`src/rtl/npu_requant_packer_if.sv`:
```
// npu_requant_packer_if: input accumulator stream and packed int8 output stream.
interface npu_requant_packer_if #(
    parameter int AXI_WIDTH = 64
);
    logic [AXI_WIDTH-1:0] in_data;
    logic                 in_valid;
    logic                 in_ready;
    logic [AXI_WIDTH-1:0] out_data;
    logic                 out_valid;
    logic                 out_ready;
    logic                 out_last;

    modport master (
        output in_data, in_valid, out_ready,
        input  in_ready, out_data, out_valid, out_last
    );

    modport slave (
        input  in_data, in_valid, out_ready,
        output in_ready, out_data, out_valid, out_last
    );
endinterface

```
`src/rtl/npu_requant_packer.sv`:
```
// npu_requant_packer: requantizes int32 accumulator lanes to int8 and packs
// each N-lane core row into a single output beat for write-back.
module npu_requant_packer #(
    parameter int N           = 8,
    parameter int ACC_WIDTH   = 32,
    parameter int AXI_WIDTH   = 64,
    parameter int SCALE_WIDTH = 16
) (
    input  logic                          clk,
    input  logic                          rst_n,
    input  logic                          i_start,
    input  logic [31:0]                   i_total_rows,
    input  logic signed [SCALE_WIDTH-1:0] i_cfg_scale,
    input  logic [4:0]                    i_cfg_shift,
    input  logic signed [7:0]             i_cfg_zero_point,
    input  logic                          i_cfg_relu_en,
    output logic                          o_busy,
    output logic                          o_done,
    npu_requant_packer_if.slave           bus
);
    localparam int LANES = AXI_WIDTH / ACC_WIDTH;
    localparam int BEATS = N / LANES;
    localparam int IDXW  = (BEATS > 1) ? $clog2(BEATS) : 1;
    localparam int PW    = ACC_WIDTH + SCALE_WIDTH;
    localparam int RW    = PW + 1;
    localparam logic [IDXW-1:0]      LAST_IDX = IDXW'(BEATS - 1);
    localparam logic signed [RW-1:0] SAT_HI   = RW'(127);
    localparam logic signed [RW-1:0] SAT_LO   = RW'(-128);

    typedef enum logic [1:0] {IDLE, RUN, DRAIN} state_t;

    state_t                        r_state, w_next;
    logic [31:0]                   r_total, r_rows_in, r_rows_out;
    logic signed [SCALE_WIDTH-1:0] r_scale;
    logic [4:0]                    r_shift;
    logic signed [7:0]             r_zp;
    logic                          r_relu;
    logic [IDXW-1:0]               r_beat_idx, r_s1_idx;
    logic                          r_s1_valid;
    logic signed [PW-1:0]          r_s1_prod [LANES];
    logic [N*8-1:0]                r_pack, w_row;
    logic [AXI_WIDTH-1:0]          r_out_data;
    logic                          r_out_valid, r_out_last, r_done;
    logic                          w_en, w_in_ready, w_accept, w_load, w_drain_ok;

    function automatic logic [7:0] requant(
        input logic signed [PW-1:0] p,
        input logic [4:0]           sh,
        input logic                 relu,
        input logic signed [7:0]    zp
    );
        logic signed [RW-1:0] r;
        r = RW'(p);
        if (sh != 5'd0)
            r = (r + (RW'(1) <<< (sh - 5'd1))) >>> sh;
        if (relu && r[RW-1])
            r = '0;
        r = r + RW'(zp);
        return (r > SAT_HI) ? 8'h7F : (r < SAT_LO) ? 8'h80 : r[7:0];
    endfunction

    // a stalled output beat freezes the whole pipeline and the input side
    assign w_en       = !(r_out_valid && !bus.out_ready);
    assign w_in_ready = (r_state == RUN) && w_en && (r_rows_in < r_total);
    assign w_accept   = w_in_ready && bus.in_valid;
    assign w_load     = w_en && r_s1_valid && (r_s1_idx == LAST_IDX);
    assign w_drain_ok = !r_s1_valid && !r_out_valid && (r_rows_out == r_total);

    always_comb begin
        w_next = r_state;
        if (r_state == IDLE && i_start)
            w_next = (i_total_rows == 32'd0) ? DRAIN : RUN;
        else if (r_state == RUN && r_rows_in == r_total)
            w_next = DRAIN;
        else if (r_state == DRAIN && w_drain_ok)
            w_next = IDLE;
    end

    // current S1 lanes merged into the partial row at their beat slot
    always_comb begin
        w_row = r_pack;
        for (int l = 0; l < LANES; l++)
            w_row[(int'(r_s1_idx) * LANES + l) * 8 +: 8] = requant(r_s1_prod[l], r_shift, r_relu, r_zp);
    end

    always_ff @(posedge clk) begin
        if (!rst_n) begin
            r_state     <= IDLE;
            r_total     <= '0;
            r_rows_in   <= '0;
            r_rows_out  <= '0;
            r_scale     <= '0;
            r_shift     <= '0;
            r_zp        <= '0;
            r_relu      <= 1'b0;
            r_beat_idx  <= '0;
            r_s1_idx    <= '0;
            r_s1_valid  <= 1'b0;
            for (int l = 0; l < LANES; l++)
                r_s1_prod[l] <= '0;
            r_pack      <= '0;
            r_out_data  <= '0;
            r_out_valid <= 1'b0;
            r_out_last  <= 1'b0;
            r_done      <= 1'b0;
        end else begin
            r_state <= w_next;
            r_done  <= (r_state == DRAIN) && w_drain_ok;
            if (r_state == IDLE && i_start) begin
                r_total    <= i_total_rows;
                r_scale    <= i_cfg_scale;
                r_shift    <= i_cfg_shift;
                r_zp       <= i_cfg_zero_point;
                r_relu     <= i_cfg_relu_en;
                r_rows_in  <= '0;
                r_rows_out <= '0;
                r_beat_idx <= '0;
            end
            if (w_accept) begin
                r_beat_idx <= (r_beat_idx == LAST_IDX) ? '0 : r_beat_idx + 1'b1;
                if (r_beat_idx == LAST_IDX)
                    r_rows_in <= r_rows_in + 32'd1;
            end
            if (w_en) begin
                r_s1_valid <= w_accept;
                if (w_accept) begin
                    r_s1_idx <= r_beat_idx;
                    for (int l = 0; l < LANES; l++)
                        r_s1_prod[l] <= PW'($signed(bus.in_data[l*ACC_WIDTH +: ACC_WIDTH])) * PW'(r_scale);
                end
            end
            if (w_en && r_s1_valid)
                r_pack <= w_row;
            if (r_out_valid && bus.out_ready) begin
                r_out_valid <= 1'b0;
                r_out_last  <= 1'b0;
            end
            if (w_load) begin
                r_out_data  <= AXI_WIDTH'(w_row);
                r_out_valid <= 1'b1;
                r_out_last  <= (r_rows_out + 32'd1 == r_total);
                r_rows_out  <= r_rows_out + 32'd1;
            end
        end
    end

    assign bus.in_ready  = w_in_ready;
    assign bus.out_data  = r_out_data;
    assign bus.out_valid = r_out_valid;
    assign bus.out_last  = r_out_last;
    assign o_busy        = (r_state != IDLE);
    assign o_done        = r_done;
endmodule

```
`src/flat_wrapper.sv`:
```
// flat-port wrapper written by rule: the top's interface ports become plain ports
module npu_requant_packer_flat 
#(
    parameter int N           = 8,
    parameter int ACC_WIDTH   = 32,
    parameter int AXI_WIDTH   = 64,
    parameter int SCALE_WIDTH = 16
)
  (clk, rst_n, i_start, i_total_rows, i_cfg_scale, i_cfg_shift, i_cfg_zero_point, i_cfg_relu_en, o_busy, o_done, bus_in_data, bus_in_valid, bus_out_ready, bus_in_ready, bus_out_data, bus_out_valid, bus_out_last);
  npu_requant_packer_if #(.AXI_WIDTH(AXI_WIDTH)) bus_i ();
  input  logic clk;
  input  logic rst_n;
  input  logic i_start;
  input  logic [31:0] i_total_rows;
  input  logic signed [SCALE_WIDTH-1:0] i_cfg_scale;
  input  logic [4:0] i_cfg_shift;
  input  logic signed [7:0] i_cfg_zero_point;
  input  logic i_cfg_relu_en;
  output logic o_busy;
  output logic o_done;
  input wire logic [$bits(bus_i.in_data)-1:0] bus_in_data;
  input wire logic [$bits(bus_i.in_valid)-1:0] bus_in_valid;
  input wire logic [$bits(bus_i.out_ready)-1:0] bus_out_ready;
  output wire logic [$bits(bus_i.in_ready)-1:0] bus_in_ready;
  output wire logic [$bits(bus_i.out_data)-1:0] bus_out_data;
  output wire logic [$bits(bus_i.out_valid)-1:0] bus_out_valid;
  output wire logic [$bits(bus_i.out_last)-1:0] bus_out_last;
  assign bus_i.in_data = bus_in_data;
  assign bus_i.in_valid = bus_in_valid;
  assign bus_i.out_ready = bus_out_ready;
  assign bus_in_ready = bus_i.in_ready;
  assign bus_out_data = bus_i.out_data;
  assign bus_out_valid = bus_i.out_valid;
  assign bus_out_last = bus_i.out_last;
  npu_requant_packer #(.N(N), .ACC_WIDTH(ACC_WIDTH), .AXI_WIDTH(AXI_WIDTH), .SCALE_WIDTH(SCALE_WIDTH)) u_core (.clk(clk), .rst_n(rst_n), .i_start(i_start), .i_total_rows(i_total_rows), .i_cfg_scale(i_cfg_scale), .i_cfg_shift(i_cfg_shift), .i_cfg_zero_point(i_cfg_zero_point), .i_cfg_relu_en(i_cfg_relu_en), .o_busy(o_busy), .o_done(o_done), .bus(bus_i));
endmodule
```
`config.mk`:
```
export PLATFORM = sky130hd
export DESIGN_NAME = npu_requant_packer_flat
export DESIGN_NICKNAME = d
export VERILOG_FILES = /design/src/rtl/npu_requant_packer_if.sv /design/src/rtl/npu_requant_packer.sv /design/src/flat_wrapper.sv
export SDC_FILE = /design/constraint.sdc
export NUM_CORES = 2
export LEC_CHECK = 0
export ABC_AREA = 1
export CAP_MARGIN = 20
export CORE_MARGIN = 1.5
export CORE_UTILIZATION = 35
export DETAILED_ROUTE_END_ITERATION = 10
export GPL_ROUTABILITY_DRIVEN = 0
export SLEW_MARGIN = 20
export SYNTH_ARGS = -nofsm -noshare
export SYNTH_HDL_FRONTEND = slang
export SYNTH_SLANG_ARGS = --single-unit
```
`constraint.sdc`:
```
create_clock -name clk -period 18.85 [get_ports clk]
set_clock_uncertainty 0.15 [all_clocks]
set_input_delay 3.77 -clock clk [delete_from_list [all_inputs] [get_ports clk]]
set_output_delay 3.77 -clock clk [all_outputs]
set_load 0.01 [all_outputs]
```
==> metrics.txt <==
# TYPE chip_impl_metric gauge
chip_impl_metric{name="worstPathRequired",unit="ns"} 19.27
chip_impl_info{name="startpoint_type",value="flip-flop"} 1
chip_impl_metric{name="synth-seq-cells",unit=""} 344
chip_impl_metric{name="gr-usage-met2",unit="%"} 36.5
chip_impl_metric{name="fp.dieArea",unit="um2"} 213000
chip_impl_metric{name="setup-tns-final",unit="ns"} 0
chip_impl_metric{name="max-vdd-ir-drop",unit="mV"} 0.114
chip_impl_metric{name="clock_sinks",unit=""} 344
chip_impl_info{name="run_status",value="finished clean"} 1
chip_impl_metric{name="slew_worst_pin",unit="ns"} 1.18
chip_impl_metric{name="whs",unit="ns"} 0.323
chip_impl_metric{name="count_of_unique_library_cells_instantiated_by_yosys",unit=""} 56
chip_impl_metric{name="cellPowerDensity",unit="nW/um2"} 121
chip_impl_metric{name="core_region_area",unit="um2"} 209000
chip_impl_metric{name="cts.htree.levels",unit=""} 2
chip_impl_info{name="grt_setup_unrepaired",value="false"} 1
chip_impl_metric{name="synth_seq_area_share",unit="%"} 10.7
chip_impl_metric{name="post_route_cells_drive_above_1_share",unit="%"} 2.97
chip_impl_metric{name="post_drt_wl_per_cell",unit="um"} 17.7
chip_impl_metric{name="dpl_cell_area",unit="um2"} 78100
chip_impl_info{name="clockRootBuffer",value="sky130_fd_sc_hd__clkbuf_16"} 1
chip_impl_metric{name="yosysWarningCount",unit=""} 0
chip_impl_metric{name="placement.setup.worst_slack",unit="ns"} 7.52
chip_impl_metric{name="postSynthNetCount",unit=""} 12700
chip_impl_metric{name="maxSlewHeadroom",unit="%"} 20.9
chip_impl_metric{name="drt-pass1-iter-count",unit=""} 6
chip_impl_metric{name="fmax",unit="GHz"} 0.0924
chip_impl_metric{name="number_of_synthesized_flops_with_an_enable_pin",unit=""} 96
chip_impl_metric{name="routed_wirelength",unit="um"} 247000
chip_impl_metric{name="finalHoldViolCount",unit=""} 0
chip_impl_metric{name="power.static_leakage",unit="nW"} 40.0
chip_impl_metric{name="worst-endpoint-arrival",unit="ns"} 11.24
chip_impl_metric{name="layout_min_cycle_time",unit="ns"} 10.82
chip_impl_metric{name="detail_placement_hpwl",unit="um"} 199000
chip_impl_metric{name="cts.reportedPaths.clkPinSlew",unit="ns"} 0.06
chip_impl_info{name="worstSetupPathType",value="flip-flop to flip-flop"} 1
chip_impl_metric{name="period_utilization",unit="%"} 57.4
chip_impl_metric{name="first_global_vias",unit=""} 67700
chip_impl_metric{name="setup_violations",unit=""} 0
chip_impl_metric{name="post_syn_instances",unit=""} 11200
chip_impl_metric{name="worst-path-max-fanout",unit=""} 39
chip_impl_metric{name="synth_to_final_area_change",unit="%"} 8.13
chip_impl_info{name="mostFrequentLayoutCell",value="sky130_fd_sc_hd__nand2_1"} 1
chip_impl_metric{name="grt_pass1_wl",unit="um"} 385000
chip_impl_metric{name="setup_ws",unit="ns"} 8.03
chip_impl_info{name="cts_tree",value="yes"} 1
chip_impl_metric{name="place.detailed.instances",unit=""} 13900
chip_impl_metric{name="ioPinCount",unit=""} 200
chip_impl_metric{name="slew_violations",unit=""} 0
chip_impl_metric{name="post_synthesis_area_per_instance",unit="um2"} 6.57
chip_impl_metric{name="count_of_non_filler_cells_in_the_finished_layout",unit=""} 13900
chip_impl_metric{name="gr_met1_demand_resource",unit="%"} 32.4
chip_impl_metric{name="remaining_drc_errors",unit=""} 0
chip_impl_metric{name="syn-cell-area",unit="um2"} 73600
chip_impl_info{name="critical_path.endpoint_type",value="flip-flop"} 1
chip_impl_metric{name="grt-ovfl-total",unit=""} 0
chip_impl_metric{name="highest_cell_delay_on_the_worst_timing_path",unit="ns"} 0.78
chip_impl_metric{name="met3_usage",unit="%"} 2.94
chip_impl_metric{name="drv.max_cap_violation_count",unit=""} 0
chip_impl_info{name="layout_common_cells",value="2906 x sky130_fd_sc_hd__nand2_1, 2405 x sky130_fd_sc_hd__inv_1, 1103 x sky130_fd_sc_hd__nand3_1"} 1
chip_impl_metric{name="placement.io_buffers",unit=""} 199
chip_impl_metric{name="postCtsSetupBuffers",unit=""} 0
chip_impl_metric{name="die_w",unit="um"} 461
chip_impl_metric{name="worst_path_buffer_plus_inverter_count",unit=""} 4
chip_impl_info{name="routing_layer_with_the_top_usage_in_global_route",value="met2"} 1
chip_impl_metric{name="final_design_area_no_fill",unit="um2"} 79600
chip_impl_metric{name="worstSkewPairLatency",unit="ns"} 0.65
chip_impl_metric{name="initial_core_util",unit="%"} 35.2
chip_impl_info{name="cpMaxStageDelayCell",value="sky130_fd_sc_hd__nor2_1"} 1
chip_impl_metric{name="ctsHoldBuffers",unit=""} 0
chip_impl_metric{name="drt_iter0_drc",unit=""} 6183
chip_impl_info{name="synthFlopType",value="sky130_fd_sc_hd__dfxtp_1"} 1
chip_impl_metric{name="num-nets-final",unit=""} 12600
chip_impl_metric{name="detailroute.via_count",unit=""} 70400
chip_impl_metric{name="drtAntennaViolNets",unit=""} 0
chip_impl_metric{name="clockBufferDepth",unit=""} 3
chip_impl_info{name="timing.critical_path.mode_cell",value="sky130_fd_sc_hd__nand2_1"} 1
chip_impl_metric{name="asyncSetResetFlopFracSynth",unit="%"} 0
chip_impl_metric{name="numCtsBuffers",unit=""} 43
chip_impl_metric{name="cts-resized-gates",unit=""} 0
chip_impl_info{name="hold_path.class",value="flip-flop to flip-flop"} 1
chip_impl_metric{name="route.detailed.vias_per_inst",unit=""} 5.05
chip_impl_metric{name="die_h",unit="um"} 461
chip_impl_metric{name="grt_max_degree",unit=""} 96
chip_impl_metric{name="core.rowCount",unit=""} 168
chip_impl_metric{name="gr-usage-all-layers",unit="%"} 22.9
chip_impl_info{name="path_delay_family",value="simple AND/OR/NAND/NOR gates"} 1
chip_impl_metric{name="number_of_antenna_violations_at_the_first_check_in_global_routing",unit=""} 8
cell usage after synthesis, types with 25 or more instances:
cell type / number / share of area, %
sky130_fd_sc_hd__edfxtp_1: 96 / 3.9
sky130_fd_sc_hd__a31oi_1: 47 / 0.40
sky130_fd_sc_hd__nand4_1: 158 / 1.3
sky130_fd_sc_hd__fa_1: 974 / 27
sky130_fd_sc_hd__buf_1: 87 / 0.44
sky130_fd_sc_hd__o21a_1: 54 / 0.55
sky130_fd_sc_hd__nand2_2: 29 / 0.25
sky130_fd_sc_hd__o21ai_0: 382 / 2.6
sky130_fd_sc_hd__dfxtp_1: 248 / 6.7
sky130_fd_sc_hd__inv_1: 2407 / 12
sky130_fd_sc_hd__o22ai_1: 32 / 0.27
sky130_fd_sc_hd__clkbuf_1: 300 / 1.5
sky130_fd_sc_hd__nor4_1: 35 / 0.30
sky130_fd_sc_hd__o21bai_1: 38 / 0.39
sky130_fd_sc_hd__nor2_1: 785 / 4.0
sky130_fd_sc_hd__ha_1: 400 / 6.8
sky130_fd_sc_hd__nand3_1: 1105 / 7.5
sky130_fd_sc_hd__nand2_1: 2909 / 15
sky130_fd_sc_hd__nor3_1: 108 / 0.73
sky130_fd_sc_hd__a21oi_1: 504 / 3.4
sky130_fd_sc_hd__xor2_1: 134 / 1.6
sky130_fd_sc_hd__xnor2_1: 47 / 0.56
sky130_fd_sc_hd__or2_2: 101 / 0.86
sky130_fd_sc_hd__a21o_1: 25 / 0.26
sky130_fd_sc_hd__nand3b_1: 29 / 0.30
metrics by stage:
stage / util [%] / power [W]
final: 38.0 / 0.00964
after global routing: 38.0 / 0.0108
after global placement: 37.3 / 0.00867
after CTS: 38.0 / 0.00963
after detailed placement: 37.3 / 0.00868
after floorplan: - / 0.00659
logic make-up after synthesis:
logic type,after synthesis,synth area share (%)
xor+xnor,181,2.15
compound gates,1175,8.81
simple gates,5294,30.5
fa+ha+maj,1374,33.3
flops,344,10.7
buf+inv,2835,14.5
final cells by class:
type,count,area (um2)
multi-input combinational,8024,55100
timing repair buffer,263,2480
tap,2805,3510
clock buffer,51,1170
antenna,1,2.50
fill,22600,130000
inverter,2423,9090
clock inverter,28,337
sequential,344,7890
routing by layer:
| layer | vias up | share of wire (%) |
|---|---|---|
| met5 | - | 0.019 |
| met4 | 8 | 2.9 |
| met1 | 33200 | 45 |
| li1 | 34300 | - |
| met3 | 375 | 7.5 |
| met2 | 2535 | 45 |
registers in the layout, indices dropped and copies added (netlist names), 5 cells and up:
| signal | cells |
|---|---|
| u_core.bus.out_data | 64 |
| u_core.r_pack | 48 |
| u_core.r_rows_in | 32 |
| u_core.r_rows_out | 32 |
| u_core.r_s1_prod | 96 |
| u_core.r_scale | 16 |
| u_core.r_shift | 5 |
| u_core.r_total | 32 |
| u_core.r_zp | 8 |
worst reg2reg max path: cells and delay by family (launching register included):
family,cells,cell delay [ns]
buffers and inverters,4,1.06
adder cells (fa/ha/maj),3,1.22
AO/OA/AOI/OAI,6,1.41
AND/OR/NAND/NOR,34,6.41
flip-flops,1,0.48
final timing paths:
| kind | from | endpoint | slack [ns] | cells past startpoint |
|---|---|---|---|---|
| worst min-delay path | u_core.bus.out_data[60]$_SDFFE_PN0P_ | u_core.bus.out_data[60]$_SDFFE_PN0P_ | 0.32 | 2 |
| worst max-delay path | u_core.r_shift[0]$_SDFFE_PN0P_ | u_core.bus.out_data[52]$_SDFFE_PN0P_ | 8.03 | 47 |
| worst min register to register | u_core.bus.out_data[60]$_SDFFE_PN0P_ | u_core.bus.out_data[60]$_SDFFE_PN0P_ | 0.32 | 2 |
| worst max register to register | u_core.r_shift[0]$_SDFFE_PN0P_ | u_core.bus.out_data[52]$_SDFFE_PN0P_ | 8.03 | 47 |
report_power, final:
group	switching (W)	internal (W)	total, W	leakage [nW]
clock network	0.000385	0.000507	0.000892	0.723
logic	0.00499	0.00278	0.00777	36.3
registers	0.000146	0.000841	0.000987	3.03
Power figures use the tool's default switching activity.
